==> src/rtl/alu_pkg.sv <==
// Shared ALU datapath definitions.
package alu_pkg;

    localparam int WIDTH = 16;

    typedef logic [WIDTH-1:0] word_t;

endpackage

==> src/rtl/half_adder.sv <==
// Single-bit half adder, the cell of the incrementer ripple chain.
module half_adder (
    input  logic a,
    input  logic b,
    output logic sum,
    output logic carry
);

    assign sum   = a ^ b;
    assign carry = a & b;

endmodule

==> src/rtl/inc16.sv <==
// Registered incrementer: out = in + 1 mod 2^WIDTH, with carry-out and valid.
module inc16 #(
    parameter int WIDTH = alu_pkg::WIDTH
) (
    input  logic             clk,
    input  logic             rst_n,
    input  logic             in_valid,
    input  logic [WIDTH-1:0] in,
    output logic             out_valid,
    output logic [WIDTH-1:0] out,
    output logic             carry
);

    logic [WIDTH:0]   c;
    logic [WIDTH-1:0] sum;

    // Injecting a 1 at the chain's LSB turns the half-adder ripple into +1.
    assign c[0] = 1'b1;

    for (genvar i = 0; i < WIDTH; i++) begin : g_chain
        half_adder u_ha (
            .a    (in[i]),
            .b    (c[i]),
            .sum  (sum[i]),
            .carry(c[i+1])
        );
    end

    logic [WIDTH-1:0] out_q, out_d;
    logic             carry_q, carry_d;
    logic             valid_q, valid_d;

    always_comb begin
        out_d   = out_q;
        carry_d = carry_q;
        valid_d = in_valid;
        if (in_valid) begin
            out_d   = sum;
            carry_d = c[WIDTH];
        end
    end

    always_ff @(posedge clk or negedge rst_n) begin
        if (!rst_n) begin
            out_q   <= '0;
            carry_q <= 1'b0;
            valid_q <= 1'b0;
        end else begin
            out_q   <= out_d;
            carry_q <= carry_d;
            valid_q <= valid_d;
        end
    end

    assign out       = out_q;
    assign carry     = carry_q;
    assign out_valid = valid_q;

endmodule

==> config.mk <==
export PLATFORM = sky130hd
export DESIGN_NAME = inc16
export DESIGN_NICKNAME = d
export VERILOG_FILES = /design/src/rtl/alu_pkg.sv /design/src/rtl/half_adder.sv /design/src/rtl/inc16.sv
export SDC_FILE = /design/constraint.sdc
export NUM_CORES = 1
export LEC_CHECK = 0
export CAP_MARGIN = 5
export CORE_AREA = 2 2 52 54
export CTS_CLUSTER_SIZE = 20
export DETAILED_ROUTE_END_ITERATION = 8
export DIE_AREA = 0 0 54 56
export GPL_ROUTABILITY_DRIVEN = 0
export PLACE_DENSITY_LB_ADDON = 0.25
export SLEW_MARGIN = 20
export SYNTH_ARGS = -nofsm -noshare
export SYNTH_HDL_FRONTEND = slang
export SYNTH_SLANG_ARGS = --single-unit
==> constraint.sdc <==
create_clock -name clk -period 0.8 [get_ports clk]
set_input_delay 0.16 -clock clk [delete_from_list [all_inputs] [get_ports clk]]
set_output_delay 0.16 -clock clk [all_outputs]
set_load 0.02 [all_outputs]
* Word-level counts from Yosys, hierarchy flattened *
Index checks and enable logic that the tools add are counted.

word-level totals
  logic and storage cells = 34
  register bits = 18

operators by class
  bitwise gates (word level) = 31

operator list
  kind       count
  1-bit AND  15
  1-bit XOR  15
  1-bit NOT  1

* Logic depth before layout (Yosys ltp) *
Gate-level depths: netlist of run 1.

  depth after elaboration = 15
  gate-level depth with buffers = 16
  depth with buffers taken out = 16

* Cells and area by module *
From an unflattened synthesis of run 1, not the netlist that was laid out.

second synthesis, totals
  cells, all modules = 54
  area, all modules = 914.6 um^2

by module, submodules not included
  module      seq. area each (um^2)  area each (um^2)  times used  cells each
  inc16       450.4                  714.4             1           38
  half_adder  0.0                    12.5              16          1

* Worst setup path before layout of run 1 *
No wires, ideal clock.

  kind = input to register
  start point = input in[0]
  end point = register out_q[15], in the netlist out[15]
  path buffers = 0
  arrival = 3.065 ns
  required time = 0.675 ns
  slack = -2.390 ns
  stages = 16
  cell sequence = ha_1 -> ha_1 -> ha_1 -> ha_1 -> ha_1 -> ha_1 -> ha_1 -> ha_1 -> ha_1 -> ha_1 -> ha_1 -> ha_1 -> ha_1 -> ha_1 -> ha_1 -> mux2_4

on the way
  cells in the longest elaborated chain, start to end = 15

ends and longest elaborated chain
  item                      RTL line          source
  start: declaration        inc16.sv:8        input logic [WIDTH-1:0] in,
  1-bit AND (14 in series)  half_adder.sv:10  assign carry = a & b;
  1-bit XOR                 half_adder.sv:9   assign sum = a ^ b;
  net g_chain[15].u_ha.sum  half_adder.sv:5   output logic sum,
  end signal: assignment    inc16.sv:49       out_q <= out_d;
  end: declaration          inc16.sv:29       logic [WIDTH-1:0] out_q, out_d;

The timed path passes the listed nets, and every way through them passes these cells.
A chain may end at the register's enable or synchronous reset.

* Worst setup path in the final report of run 1 *
Same ends and word-level chain as after synthesis.

==> results.cfg, run 1 <==
[outcome]
status = finished, violations left
violations = setup timing

[floorplanning]
placementRows = 18
fp.dieW_um = 54
io_pins = 37
die_area_um2 = 3020
start_util = 0.365
core_um2 = 2430
fp.dieH_um = 56

[clock_network]
path_clk_slew_ps = 100
clk_latency_ps = 280
cts_root_buffer = clkbuf_4
cts_sinks = 18
cts_tree = built
clockBufferDepth = 2
postCtsHoldBufs = 0
htree_levels = 1
numCtsBuffers = 3

[sta]
slew_headroom = 0.882
hold_violations = 0
grt_setup_unrepaired = true
timing.final.ws_setup_ps = -1870
slew_viol_final = 0
fin_skew_ps = 0
worst_slew_pin_slew_ps = 177
fin_crit_sh = 3.34
fin_crit_ps = 2670
finalSetupViolCount = 33
hold_ws_ps = 41.8
max_freq_mhz = 374

[route]
ant_nets = 0
viasPerCell = 4.56
routedWlPerCell_um = 14.1
drc = 0
first_pass_iters = 2
vias = 616
drt_iter0_drc = 9
finalWirelength_mm = 1.90

[worst_setup_path]
worstPathArrival_ps = 2850
path_delay_family = adder cells
cp_num_buf_inv = 1
start_kind = input port
critical_path.cell_chain = buf_6, ha_4, ha_4, ha_4, ha_4, ha_4, ha_4, ha_4, ha_4, ha_4, ha_4, ha_4, ha_4, ha_4, ha_4, ha_4, mux2_4
critical_path_class = input port to flip-flop
cp_common_cell = ha_4
slowest_delay_ps = 250
slowest_stage = mux2_4
end_kind = flip-flop
crit_fanout = 2
worstPathRequired_ps = 980

[global_route]
grt_usage = 0.148
grt_max_degree = 19
grt_pass1_vias = 735
antenna_found_initial = 0
grt_overflow = 0
grt_first_pass_wirelength_mm = 3.17

[place]
dp_cells = 127
port_buffers = 36
hpwl_mm = 1.44

[synth]
yosysMostFrequentCell = dfrtp_1
synthArstFlopShare = 1.00
synth_top_area_share = 0.507
synth.area.top_cells = dfrtp_1, ha_1, mux2_4
syn_area_per_cell_um2 = 16.8
ys.flop_type = dfrtp_1
yosysTopAreaCell = dfrtp_1
synthesis.area_um2 = 888
synth_cell_type_count = 8
synth_edf_count = 0
yosys_warnings = 0
synth_nets = 87
netlist_instances = 53
synth_commonest_cells = dfrtp_1, ha_1, mux2_2, mux2_4
ys_ff_latch = 18
ys_seq_area_frac = 0.507

[pwr]
p_per_area_nw_per_um2 = 1460
ir_worst_vdd_mv = 0.939
p_leak_nw = 0.744

[finish]
fin_cells = 135
final_core_util = 0.680
fillers = 202
diodes = 0
drive_gt1_frac = 0.667
nets = 140
area_delta_synth_final_pct = 86.2

[flow_run]
drv_cap = 0

[worst_hold_path]
hp-class = input port to flip-flop
layer usage:
| layer | GRT usage | vias up | routed length [um] |
|---|---|---|---|
| met2 | 0.240 | 22 | 974 |
| met1 | 0.183 | 298 | 753 |
| li1 | - | 294 | - |
| met4 | 0.0643 | 0 | 17 |
| met3 | 0.0323 | 2 | 153 |
| met5 | 0 | - | 0 |
repair_timing:
action	in CTS	in global routing
endpoints found under the setup margin	35	34
gates resized for setup	123	1
pin swaps	14	0
cloned	0	0
buffers inserted	3	1
power by group:
group | switching (mW) | total (mW) | internal (mW)
Clock | 0.274 | 0.551 | 0.277
Sequential | 0.0734 | 1.08 | 1.00
Combinational | 0.295 | 0.785 | 0.489
Total | 0.643 | 2.41 | 1.77
path summary, 6_finish.rpt:
| check | from | slack [ps] | cells after the start | end |
|---|---|---|---|---|
| worst max-delay path | in[0] | -1870 | 17 | out[15]$_DFFE_PN0P_ |
| worst min-delay path | in[0] | 40 | 2 | out[0]$_DFFE_PN0P_ |
| worst max register to register | out[5]$_DFFE_PN0P_ | -120 | 2 | out[5]$_DFFE_PN0P_ |
| worst min register to register | out[15]$_DFFE_PN0P_ | 550 | 1 | out[15]$_DFFE_PN0P_ |
| max in group asynchronous | rst_n | 460 | 2 | out[1]$_DFFE_PN0P_ |
| min in group asynchronous | rst_n | 190 | 2 | out[4]$_DFFE_PN0P_ |
cells in the final DEF, fill, tap and decap left out:
master           netlist  layout
mux2_2                 8       1
clkbuf_4               0       3
buf_12                 1       1
a21oi_1                1       1
clkdlybuf4s15_1        0       1
clkdlybuf4s50_1        0      13
nor2_1                 1       1
dfrtp_2                0       1
ha_4                   0      15
buf_4                  0      11
mux2_4                 8      15
dfrtp_1               18      17
buf_6                  1      22
dlygate4sd2_1          0       2
clkbuf_8               0       1
final cells by class:
class,count,area (um^2),area share
multi-input combinational,33,621,0.375
timing repair buffer,50,508,0.307
sequential,18,452,0.273
tap,30,37.5,0.0227
clock buffer,4,36.3,0.0219
worst reg2reg max path, delay by kind of cell, from the launching register on:
| kind | cells | cell delay [ps] |
|---|---|---|
| DFF | 1 | 420 |
| muxes | 1 | 260 |
| buffers and inverters | 1 | 140 |
cells by family (layout without fill, tap and decap cells):
logic type | after synthesis | after routing | synth area share
buf+inv | 2 | 54 | 0.0352
fa+ha+maj | 15 | 15 | 0.211
mux | 16 | 16 | 0.237
compound gates | 1 | 1 | 0.00563
simple gates | 1 | 1 | 0.00422
flops | 18 | 18 | 0.507
sequential cells by signal (all words and copies together), names as in the netlist:
| name | cells |
|---|---|
| out | 16 |
| carry | 1 |
| out_valid | 1 |
through the flow:
step / total power [mW] / setup TNS, ps / setup WS (ps) / instance area, um^2
finish: 2.41 / -17650 / -1870 / 1650
global route: 2.56 / -18770 / -1900 / 1650
CTS: 2.44 / -17900 / -1870 / 1640
detailed placement: 1.81 / -32100 / -2630 / 1560
global placement: 1.79 / -31830 / -2630 / 1560
floorplan: 1.40 / -17270 / -2070 / 1100
Note: power is estimated with default switching activity, not from simulation.
==> inputs of run 2 (changes only) <==
--- a/config.mk
+++ b/config.mk
@@ -12,6 +12,7 @@
 export DIE_AREA = 0 0 54 56
 export GPL_ROUTABILITY_DRIVEN = 0
 export PLACE_DENSITY_LB_ADDON = 0.25
+export REMOVE_ABC_BUFFERS = 1
 export SLEW_MARGIN = 20
 export SYNTH_ARGS = -nofsm -noshare
 export SYNTH_HDL_FRONTEND = slang
==> results.cfg, run 2 (synthesis gave the netlist of run 1 again) <==
[finish]
final_core_util = 0.660
fillers = 188
drive_gt1_frac = 0.636
final_cell_area_um2 = 1610
final_common_cell = buf_6
layout_common_cells = buf_6, dfrtp_1, ha_4
area_delta_synth_final_pct = 80.7
fin_cells = 129
nets = 134
largest_reg_flops = 16
diodes = 0

[floorplanning]
fp.dieW_um = 54
core_um2 = 2430
io_pins = 37
fp.dieH_um = 56
die_area_um2 = 3020
placementRows = 18
start_util = 0.365

[pwr]
ir_worst_vdd_mv = 1.01
pwr-share-seq = 0.455
p_per_area_nw_per_um2 = 1460
p_leak_nw = 0.709
p_sw_frac = 0.265
intPower_mw = 1.73
p_sw_uw = 622
pwr-share-comb = 0.312
power_frac_clock = 0.233

[worst_hold_path]
min_from = in[0]
hp-class = input port to flip-flop

[route]
dr_wl_met3_um = 140
wl_met1_um = 778
wl_met2_um = 890
vias = 587
viasPerCell = 4.55
routedWlPerCell_um = 14.0
first_pass_iters = 2
drt_iter0_drc = 3
maxUsedRoutingLayer = met3
ant_nets = 0
finalWirelength_mm = 1.81
drc = 0

[worst_setup_path]
crit_fanout = 2
start_kind = input port
rrSetupSlack_ps = -110
cp-startpoint = in[0]
end_kind = flip-flop
worstPathRequired_ps = 980
worstPathArrival_ps = 2870
critical_path_class = input port to flip-flop
r2r_start = out[12]$_DFFE_PN0P_

[flow_run]
drv_cap = 0

[clock_network]
clk_latency_ps = 280
cts_sinks = 18
numCtsBuffers = 3
cts_tree = built
cts_root_buffer = clkbuf_4
postCtsHoldBufs = 0
clockBufferDepth = 2
path_clk_slew_ps = 100
htree_levels = 1

[global_route]
grt_overflow = 0
grt_pass1_vias = 664
antenna_found_initial = 0
grt_max_degree = 20
grt_usage = 0.133
grt_first_pass_wirelength_mm = 2.93

[outcome]
violations = setup timing
status = finished, violations left

[sta]
fin_crit_ps = 2700
timing.final.ws_setup_ps = -1900
slew_headroom = 0.909
setup_tns_ps = -17710
worst_slew_pin_slew_ps = 137
fin_crit_sh = 3.37
finalSetupViolCount = 32
fin_skew_ps = 0
hold_violations = 0
slew_viol_final = 0
grt_setup_unrepaired = true
max_freq_mhz = 371

[place]
hpwl_mm = 1.22
dp_slack_ps = -3030
dp_cells = 124
placed_area_um2 = 1330
port_buffers = 36
## run 2: cell types whose count changed in the layout (fill, tap and decap cells not counted)
cell | previous run | this run
dfrtp_1 | 17 | 18
mux2_4 | 15 | 13
mux2_2 | 1 | 3
buf_4 | 11 | 6
buf_6 | 22 | 20
buf_12 | 1 | 2
dfrtp_2 | 1 | 0
## run 2: cell type report
class	count	area, um^2	share of cell area
Multi-Input combinational cell	33	613	0.382
Timing Repair Buffer	44	468	0.292
Sequential cell	18	450	0.281
Tap cell	30	37.5	0.0234
Clock buffer	4	36.3	0.0226
## run 2: power by group through the flow
stage          Clock (mW)  Sequential [mW]  Combinational, mW
6_report            0.547             1.07              0.732
5_1_grt             0.616             1.08              0.786
4_1_cts             0.584             1.07              0.730
3_5_place_dp            0             1.07              0.653
3_3_place_gp            0             1.06              0.647
2_1_floorplan           0             1.18              0.133
## run 2: routing by layer
layer / track usage / up-vias
met5: 0 / -
met3: 0.0323 / 0
li1: - / 286
met2: 0.221 / 24
met1: 0.164 / 277
met4: 0.0429 / 0
## run 2: through the flow
stage                     power, mW  hold slack, ps
after CTS                      2.38            29.8
after global placement         1.71             490
after detailed placement       1.72             498
final                          2.35            47.2
after floorplan                1.32            -136
after global routing           2.48            32.9
## run 2: worst max-delay path, stage by stage
cell and delay, ps:
buf_6 100, ha_4 160, ha_4 160, ha_4 160, ha_4 150, ha_4 150
ha_4 150, ha_4 150, ha_4 150, ha_4 160, ha_4 150, ha_4 150
ha_4 150, ha_4 150, ha_4 160, ha_4 200, mux2_4 250
## run 2: final timing paths
| kind | endpoint | cells past startpoint |
|---|---|---|
| max | out[15]$_DFFE_PN0P_ | 17 |
| min | out[0]$_DFFE_PN0P_ | 2 |
| max reg2reg | out[12]$_DFFE_PN0P_ | 2 |
| min reg2reg | out[3]$_DFFE_PN0P_ | 1 |
| max in group asynchronous | out_valid$_DFF_PN0_ | 2 |
| min in group asynchronous | out[9]$_DFFE_PN0P_ | 2 |
## run 2: what timing repair did
| action | 4_1_cts | 5_1_grt |
|---|---|---|
| endpoints found under the setup margin | 34 | 32 |
| setup buffers | 0 | 1 |
| endpoints found under the hold margin | 0 | 0 |
| pin swaps | 9 | 10 |
| resized for setup | 155 | 1 |
